$ cat config.mk
export PLATFORM = sky130hd
export DESIGN_NAME = imem_fetch_unit
export DESIGN_NICKNAME = d
export VERILOG_FILES = /design/src/rtl/imem_fetch_unit_pkg.sv /design/src/rtl/imem_fetch_unit_be_word_assembler.sv /design/src/rtl/imem_fetch_unit.sv
export SDC_FILE = /design/constraint.sdc
export NUM_CORES = 1
export LEC_CHECK = 0
export ABC_CLOCK_PERIOD_IN_PS = 1830
export CORE_AREA = 2 2 119 168
export DETAILED_ROUTE_END_ITERATION = 8
export DIE_AREA = 0 0 121 170
export DONT_BUFFER_PORTS = 1
export PLACE_DENSITY_LB_ADDON = 0.08
export SLEW_MARGIN = 20
export SYNTH_ARGS = -nofsm -noshare
export SYNTH_HDL_FRONTEND = slang
export SYNTH_SLANG_ARGS = --single-unit
$ cat constraint.sdc
create_clock -name clk -period 1.83 [get_ports clk]
set_input_delay 0.366 -clock clk [delete_from_list [all_inputs] [get_ports clk]]
set_output_delay 0.366 -clock clk [all_outputs]
set_load 0.02 [all_outputs]
$ cat src/rtl/imem_fetch_unit_pkg.sv
// Shared types and constants for the instruction fetch stage.
package imem_fetch_unit_pkg;

  localparam int          BYTES_PER_INSTR  = 4;
  localparam int          INSTR_W          = 32;
  localparam logic [31:0] DEFAULT_RESET_PC = 32'h0;

  typedef enum logic {
    FETCH = 1'b0,
    HOLD  = 1'b1
  } fetch_state_e;

endpackage

$ cat src/rtl/imem_fetch_unit_be_word_assembler.sv
// Collects four bytes, most significant first, into a big-endian 32-bit word.
module be_word_assembler
  import imem_fetch_unit_pkg::*;
(
  input  logic               clk,
  input  logic               rst_n,
  input  logic               en,
  input  logic               clear,
  input  logic [7:0]         byte_in,
  output logic [1:0]         cnt,
  output logic               done,
  output logic [INSTR_W-1:0] word
);

  localparam logic [1:0] LAST_CNT = 2'(BYTES_PER_INSTR - 1);

  logic [23:0] sr;

  always_ff @(posedge clk or negedge rst_n) begin
    if (!rst_n) begin
      sr  <= '0;
      cnt <= '0;
    end else if (clear) begin
      sr  <= '0;
      cnt <= '0;
    end else if (en) begin
      if (cnt == LAST_CNT) begin
        cnt <= '0;
      end else begin
        sr  <= {sr[15:0], byte_in};
        cnt <= cnt + 2'd1;
      end
    end
  end

  // The final byte is taken straight from memory, so the word completes on the 4th edge.
  assign done = en && (cnt == LAST_CNT) && !clear;
  assign word = {sr, byte_in};

endmodule

$ cat src/rtl/imem_fetch_unit.sv
// Instruction fetch: reads byte-wide memory, assembles instructions, hands them
// to decode over valid/ready, and accepts redirects from branch logic.
module imem_fetch_unit
  import imem_fetch_unit_pkg::*;
#(
  parameter int          ADDR_W   = 5,
  parameter logic [31:0] RESET_PC = DEFAULT_RESET_PC
) (
  input  logic              clk,
  input  logic              rst_n,
  input  logic              redirect_valid,
  input  logic [31:0]       redirect_pc,
  output logic [ADDR_W-1:0] mem_addr,
  input  logic [7:0]        mem_rdata,
  output logic              instr_valid,
  output logic [31:0]       instr,
  output logic [31:0]       instr_pc,
  input  logic              instr_ready,
  output logic [31:0]       pc_plus4
);

  fetch_state_e       state, state_nxt;
  logic [31:0]        pc, pc_nxt;
  logic               valid_nxt;
  logic               load_instr;
  logic [1:0]         cnt;
  logic               done;
  logic [INSTR_W-1:0] word;
  logic               unused_redirect_bits;

  assign unused_redirect_bits = ^redirect_pc[1:0];

  be_word_assembler u_asm (
    .clk     (clk),
    .rst_n   (rst_n),
    .en      (state == FETCH),
    .clear   (redirect_valid),
    .byte_in (mem_rdata),
    .cnt     (cnt),
    .done    (done),
    .word    (word)
  );

  always_ff @(posedge clk or negedge rst_n) begin
    if (!rst_n) begin
      state       <= FETCH;
      pc          <= RESET_PC;
      instr_valid <= 1'b0;
      instr       <= '0;
      instr_pc    <= '0;
    end else begin
      state       <= state_nxt;
      pc          <= pc_nxt;
      instr_valid <= valid_nxt;
      if (load_instr) begin
        instr    <= word;
        instr_pc <= pc;
      end
    end
  end

  // Redirect wins over both completion and acceptance.
  always_comb begin
    state_nxt  = state;
    pc_nxt     = pc;
    valid_nxt  = instr_valid;
    load_instr = 1'b0;
    if (redirect_valid) begin
      pc_nxt    = {redirect_pc[31:2], 2'b00};
      state_nxt = FETCH;
      valid_nxt = 1'b0;
    end else begin
      case (state)
        FETCH: begin
          if (done) begin
            load_instr = 1'b1;
            valid_nxt  = 1'b1;
            state_nxt  = HOLD;
          end
        end
        HOLD: begin
          if (instr_ready) begin
            pc_nxt    = pc + 32'd4;
            valid_nxt = 1'b0;
            state_nxt = FETCH;
          end
        end
        default: state_nxt = FETCH;
      endcase
    end
  end

  assign mem_addr = pc[ADDR_W-1:0] + ADDR_W'(cnt);
  assign pc_plus4 = instr_pc + 32'd4;

endmodule

==> flow_metrics.env, run 1 <==
export IMPL_synthTopCellsByArea="dfrtp_1 (53%), mux2_2 (12%), a22o_1 (3.7%)"
export IMPL_clkLatencyLatePin_ns=0.41
export IMPL_dr_pass1_iters=4
export IMPL_end_kind="primary output"
export IMPL_grt_pass1_wl_mm=23.6
export IMPL_wl_mm=15.5
export IMPL_io_pins=146
export IMPL_final_cells=850
export IMPL_path_class="flop to primary output"
export IMPL_fp_coreArea_um2=19000
export IMPL_dieWidth_um=121
export IMPL_first_iter_violations=143
export IMPL_cp_arrival_ns=2.12
export IMPL_setup_viol=28
export IMPL_die_h_um=170
export IMPL_num_rows=60
export IMPL_postSynth_asyncResetShare_pct=100
export IMPL_fin_skew_ns=0.00787
export IMPL_synth_most_common_cell="dfrtp_1"
export IMPL_synth_edf_count=0
export IMPL_slew_violations=0
export IMPL_nFillCells=1832
export IMPL_clk_path_buf_depth=2
export IMPL_leakage_nw=3.42
export IMPL_viasPerCell=5.00
export IMPL_htree_levels=4
export IMPL_cp_slowest_cell="or4_4"
export IMPL_drc=0
export IMPL_dp_final_hpwl_mm=10.5
export IMPL_clkTransAtPathRegs_ns=0.06
export IMPL_maxSlewHeadroom_pct=55.3
export IMPL_num_vias=4251
export IMPL_cts_sinks=120
export IMPL_ys_seq_area_share_pct=53.3
export IMPL_yosysTopAreaCellShare_pct=53.3
export IMPL_pre_cts_slack_ns=-0.397
export IMPL_worstSetupStartpoint="instr_pc[2]$_DFFE_PN0P_"
export IMPL_yosysTopAreaCell="dfrtp_1"
export IMPL_globalplace_congestion=0.740
export IMPL_avgSynthCellArea_um2=11.4
export IMPL_grt_pass1_vias=4365
export IMPL_synth_top_cells_by_count="dfrtp_1 (120), mux2_2 (59), nand2_1 (36)"
export IMPL_syn_inst=494
export IMPL_power_total_mw=11.5
export IMPL_place_area_um2=6730
export IMPL_port_buffers=0
export IMPL_ir_drop_uv=950
export IMPL_cap_viol_max_count=0
export IMPL_crit_chain="nand2_2, or4_4, buf_12, nor4_4, xor2_2, buf_4"
export IMPL_rsz0062_at_grt="true"
export IMPL_fmax_ghz=0.403
export IMPL_hold_viol=120
export IMPL_setup_ws_ns=-0.654
export IMPL_gr_total_overflow=0
export IMPL_crit_required_ns=1.46
export IMPL_worst_setup_path_start_kind="flop"
export IMPL_critPathTopFamily="simple AND/OR/NAND/NOR gates"
export IMPL_place_inst=802
export IMPL_ys_ff_latch=120
export IMPL_cts_buffers=17
export IMPL_worst_slew_pin_slew_ns=0.669
export IMPL_whs_ns=-0.349
export IMPL_path_buf_inv=2
export IMPL_antenna_cells=0
export IMPL_min_period_ns=2.48
export IMPL_cp_max_fo=5
export IMPL_synth_ff_type="dfrtp_1"
export IMPL_violations="hold timing, setup timing"
export IMPL_ant_nets=0
export IMPL_r2r_start="pc[19]$_DFFE_PN0N_"
export IMPL_cts_root_buf="clkbuf_16"
export IMPL_slowest_delay_ns=0.58
export IMPL_track_usage_pct=15.0
export IMPL_synth_warning_count=0
export IMPL_antenna_found_initial=0
export IMPL_start_util_pct=29.7
export IMPL_grt_max_degree=121
export IMPL_final_nets=636
export IMPL_area_growth_synth_to_final_pct=39.5
export IMPL_tns_ns=-12.63
export IMPL_status="finished with violations"
export IMPL_period_share_pct=136
export IMPL_hold_class="input port to asynchronous set/reset pin"
export IMPL_power_density_nw_per_um2=1470
export IMPL_die_area_um2=20600
export IMPL_syn_cell_area_um2=5630
export IMPL_design_area_um2=7860
export IMPL_cts_tree="built"
export IMPL_drive_gt1_share_pct=46.8
export IMPL_post_drt_wl_per_cell_um=18.2
export IMPL_yosysUniqueCellTypes=37
final timing paths:
path | endpoint | slack (ns) | cells past startpoint
max reg2reg | pc[24]$_DFFE_PN0N_ | -0.03 | 5
min | instr[20]$_DFFE_PN0P_ | -0.35 | 0
min reg2reg | u_asm.sr[22]$_DFFE_PN0P_ | 0.50 | 1
min in group clk | u_asm.cnt[0]$_DFFE_PN0P_ | 0.05 | 1
max in group asynchronous | pc[25]$_DFFE_PN0N_ | 2.00 | 0
max | pc_plus4[29] | -0.65 | 6
registers in the layout (all words and copies together), names as in the netlist:
register	count
u_asm.cnt	2
instr	32
instr_valid	1
state	1
u_asm.sr	24
pc	30
instr_pc	30
power by group:
part	switching, mW	total [mW]	leakage (nW)	internal (mW)
sequential	0.827	4.21	1.49	3.39
combinational	2.17	3.86	1.63	1.69
clock	1.25	3.44	0.301	2.19
repair_timing:
action	4_1_cts	5_1_grt
endpoints found under the setup margin	62	79
buffers inserted	7	7
hold endpoints to repair	120	120
pin swaps	29	28
cloned	1	2
resized for setup	48	28
metrics by stage:
step	utilization (%)	hold slack, ns
finish	41.4	-0.349
global placement	35.4	0.0742
floorplan	-	0.0704
global route	41.4	-0.376
CTS	40.3	-0.368
detailed placement	35.4	0.0749
cell type report:
class | instances | area, um2 | area share (%)
clock buffers | 18 | 439 | 5.59
clock inverters | 14 | 174 | 2.21
inverters | 8 | 30.0 | 0.382
multi-input cells | 336 | 2980 | 37.9
flip-flops and latches | 120 | 3020 | 38.5
well taps | 248 | 310 | 3.95
repair buffers | 106 | 898 | 11.4
cells in the final DEF, fill, tap and decap left out, types with 3 or more instances in the layout:
cell type,n
buf_12,4
nor4_4,3
dfrtp_1,103
mux2_2,59
buf_4,91
o21ai_0,18
nor4_1,3
xor2_1,8
conb_1,4
bufinv_16,3
xnor2_2,7
nor3_1,3
xnor2_4,3
xor2_2,7
or4_4,6
inv_1,8
nand4_1,15
buf_6,8
clkbuf_16,18
nor2_1,21
nand3_2,4
dfrtp_2,17
a31oi_1,13
clkinv_4,5
or4_1,9
xor2_4,3
nor2_4,5
nand3_1,11
nand2_1,35
nand3_4,3
a22o_1,24
and4_1,4
xnor2_1,12
mux2i_1,3
o31ai_1,10
clkinv_2,3
o31ai_4,3
and3_1,4
routing by layer:
layer  GRT usage, %  vias to the layer above  share of wire [%]
li1               -                     1982                  -
met1           17.0                     2154                 40
met2           26.0                      102                 53
met3           5.16                       13                6.1
met4           4.95                        0                1.5
met5              0                        -                  0
kinds of logic after synthesis:
family                     Yosys count  synth area share, %
DFF                                120                 53.3
AOI/OAI and AO/OA                   74                 9.22
muxes                               62                 12.3
and+or+nand+nor                    153                 14.9
buffers and inverters               41                 3.29
other                                1               0.0666
xor gates and xnor gates            40                 6.22
adders and majority gates            3                0.666
Power figures use the tool's default switching activity.
==> run 2, diff against run 1 <==
--- a/config.mk
+++ b/config.mk
@@ -10,6 +10,7 @@
 export DETAILED_ROUTE_END_ITERATION = 8
 export DIE_AREA = 0 0 121 170
 export DONT_BUFFER_PORTS = 1
+export HOLD_SLACK_MARGIN = 0.12
 export PLACE_DENSITY_LB_ADDON = 0.08
 export SLEW_MARGIN = 20
 export SYNTH_ARGS = -nofsm -noshare
==> run 2 against run 1 <==
  * The flow still finishes with violations (hold timing, setup timing)
  * Utilization rose by 1.6 points
  * Worst hold slack better by 0.0033 ns
  * Sequential share of layout area down 1.5 points
  * First-iteration DRC count shrank 19%
  * Cell count increased by 4.0%
  * Clock skew hardly changed
  * Largest power group unchanged
  * Highest routed layer unchanged
==> flow_metrics.env, run 2 (synthesis results as in run 1) <==
export IMPL_drc=0
export IMPL_most_common_layout_cells="dfrtp_1 (104), buf_4 (91), mux2_2 (59)"
export IMPL_final_cells=884
export IMPL_ant_nets=0
export IMPL_place_inst=802
export IMPL_clk_path_buf_depth=2
export IMPL_grt_pass1_wl_mm=24.2
export IMPL_leakage_nw=3.56
export IMPL_setup_ws_ns=-0.653
export IMPL_whs_ns=-0.346
export IMPL_maxSlewHeadroom_pct=55.8
export IMPL_path_class="flop to primary output"
export IMPL_first_iter_violations=116
export IMPL_cp_max_fo=5
export IMPL_area_growth_synth_to_final_pct=44.9
export IMPL_post_route_util_pct=43.0
export IMPL_slew_violations=0
export IMPL_start_util_pct=29.7
export IMPL_die_h_um=170
export IMPL_drive_gt1_share_pct=43.7
export IMPL_viasPerCell=4.90
export IMPL_final_nets=670
export IMPL_clkTransAtPathRegs_ns=0.06
export IMPL_nFillCells=1819
export IMPL_power_density_nw_per_um2=1410
export IMPL_clkLatencyLatePin_ns=0.41
export IMPL_cap_viol_max_count=0
export IMPL_cts_root_buf="clkbuf_16"
export IMPL_grt_max_degree=121
export IMPL_io_pins=146
export IMPL_num_rows=60
export IMPL_setup_viol=28
export IMPL_min_period_ns=2.48
export IMPL_fmax_ghz=0.403
export IMPL_dr_pass1_iters=4
export IMPL_die_area_um2=20600
export IMPL_num_vias=4334
export IMPL_end_kind="primary output"
export IMPL_period_share_pct=136
export IMPL_top_regs="instr x32, instr_pc x30, pc x30"
export IMPL_wl_met2_mm=8.32
export IMPL_crit_required_ns=1.46
export IMPL_place_area_um2=6730
export IMPL_antenna_cells=0
export IMPL_htree_levels=4
export IMPL_track_usage_pct=15.3
export IMPL_rsz0062_at_grt="true"
export IMPL_antenna_found_initial=0
export IMPL_gr_total_overflow=0
export IMPL_largest_register_ffs=32
export IMPL_dp_final_hpwl_mm=10.5
export IMPL_r2r_cells=5
export IMPL_cp_arrival_ns=2.12
export IMPL_cts_buffers=17
export IMPL_design_area_um2=8160
export IMPL_globalplace_congestion=0.740
export IMPL_cts_sinks=120
export IMPL_grt_pass1_vias=4555
export IMPL_cts_tree="built"
export IMPL_ctsHoldBuffers=35
export IMPL_ir_drop_uv=949
export IMPL_violations="hold timing, setup timing"
export IMPL_regMostFlops="instr"
export IMPL_wl_mm=15.7
export IMPL_fp_coreArea_um2=19000
export IMPL_final_common_cell="dfrtp_1"
export IMPL_post_drt_wl_per_cell_um=17.7
export IMPL_top_layer_used="met4"
export IMPL_port_buffers=0
export IMPL_pre_cts_slack_ns=-0.397
export IMPL_hold_viol=120
export IMPL_met3RoutedLength_um=922
export IMPL_fin_skew_ns=0.00740
export IMPL_worst_slew_pin_slew_ns=0.662
export IMPL_worst_setup_path_start_kind="flop"
export IMPL_hold_class="input port to asynchronous set/reset pin"
export IMPL_m1WireLength_mm=6.22
export IMPL_status="finished with violations"
export IMPL_dieWidth_um=121
run 2: area by class of cell:
class	instances	area [um2]	share of cell area (%)
timing repair buffer	140	1230	15.1
sequential	120	3020	37.0
inverter	8	30.0	0.368
clock buffer	18	439	5.38
multi-input combinational	336	2950	36.2
clock inverter	14	174	2.13
tap	248	310	3.80
run 2: layer usage:
| metal | global-route usage, % | vias to the layer above |
|---|---|---|
| met5 | 0 | - |
| met4 | 4.70 | 0 |
| met3 | 5.29 | 13 |
| met2 | 27.1 | 101 |
| met1 | 17.1 | 2164 |
| li1 | - | 2056 |
run 2: repair_timing:
item | in CTS | in global routing
resized for setup | 48 | 21
pin swaps | 29 | 25
endpoints found under the setup margin | 62 | 78
gates cloned | 1 | 2
setup buffers | 7 | 6
hold endpoints to repair | 164 | 120
run 2: per-stage QoR:
step	TNS [ns]	total power, mW
after global routing	-15.71	12.1
after floorplan	-5.64	6.57
after detailed placement	-6.82	7.84
after CTS	-13.57	11.6
after global placement	-5.56	7.77
final	-12.54	11.5
run 2: path summary, 6_finish.rpt:
kind                                       endpoint  slack (ns)                startpoint
max                                    pc_plus4[17]       -0.65   instr_pc[4]$_DFFE_PN0P_
min                           instr[20]$_DFFE_PN0P_       -0.35                     rst_n
max reg2reg                      pc[24]$_DFFE_PN0N_       -0.04        pc[19]$_DFFE_PN0N_
min reg2reg                u_asm.sr[22]$_DFFE_PN0P_        0.49  u_asm.sr[22]$_DFFE_PN0P_
max in group asynchronous   instr_pc[2]$_DFFE_PN0P_        1.92                     rst_n
min in group clk                 pc[26]$_DFFE_PN0N_        0.16           redirect_pc[26]
run 2: report_power, final:
part           switching (mW)  internal, mW  total, mW
registers               0.826          3.39       4.21
clock network            1.25          2.19       3.43
logic                    2.17          1.72       3.89
total                    4.24          7.29       11.5
run 2: critical path, stage by stage (launching register included):
cell	delay [ns]
dfrtp_2	0.36
nand3_1	0.12
or4_4	0.55
buf_12	0.17
buf_8	0.12
nor2_4	0.07
xor2_1	0.14
buf_4	0.16
==> run 3, diff against run 2 <==
--- a/config.mk
+++ b/config.mk
@@ -5,7 +5,6 @@
 export SDC_FILE = /design/constraint.sdc
 export NUM_CORES = 1
 export LEC_CHECK = 0
-export ABC_CLOCK_PERIOD_IN_PS = 1830
 export CORE_AREA = 2 2 119 168
 export DETAILED_ROUTE_END_ITERATION = 8
 export DIE_AREA = 0 0 121 170
==> results of run 3 <==
Same layout as run 2: the final DEF is identical, and so are final timing and power.
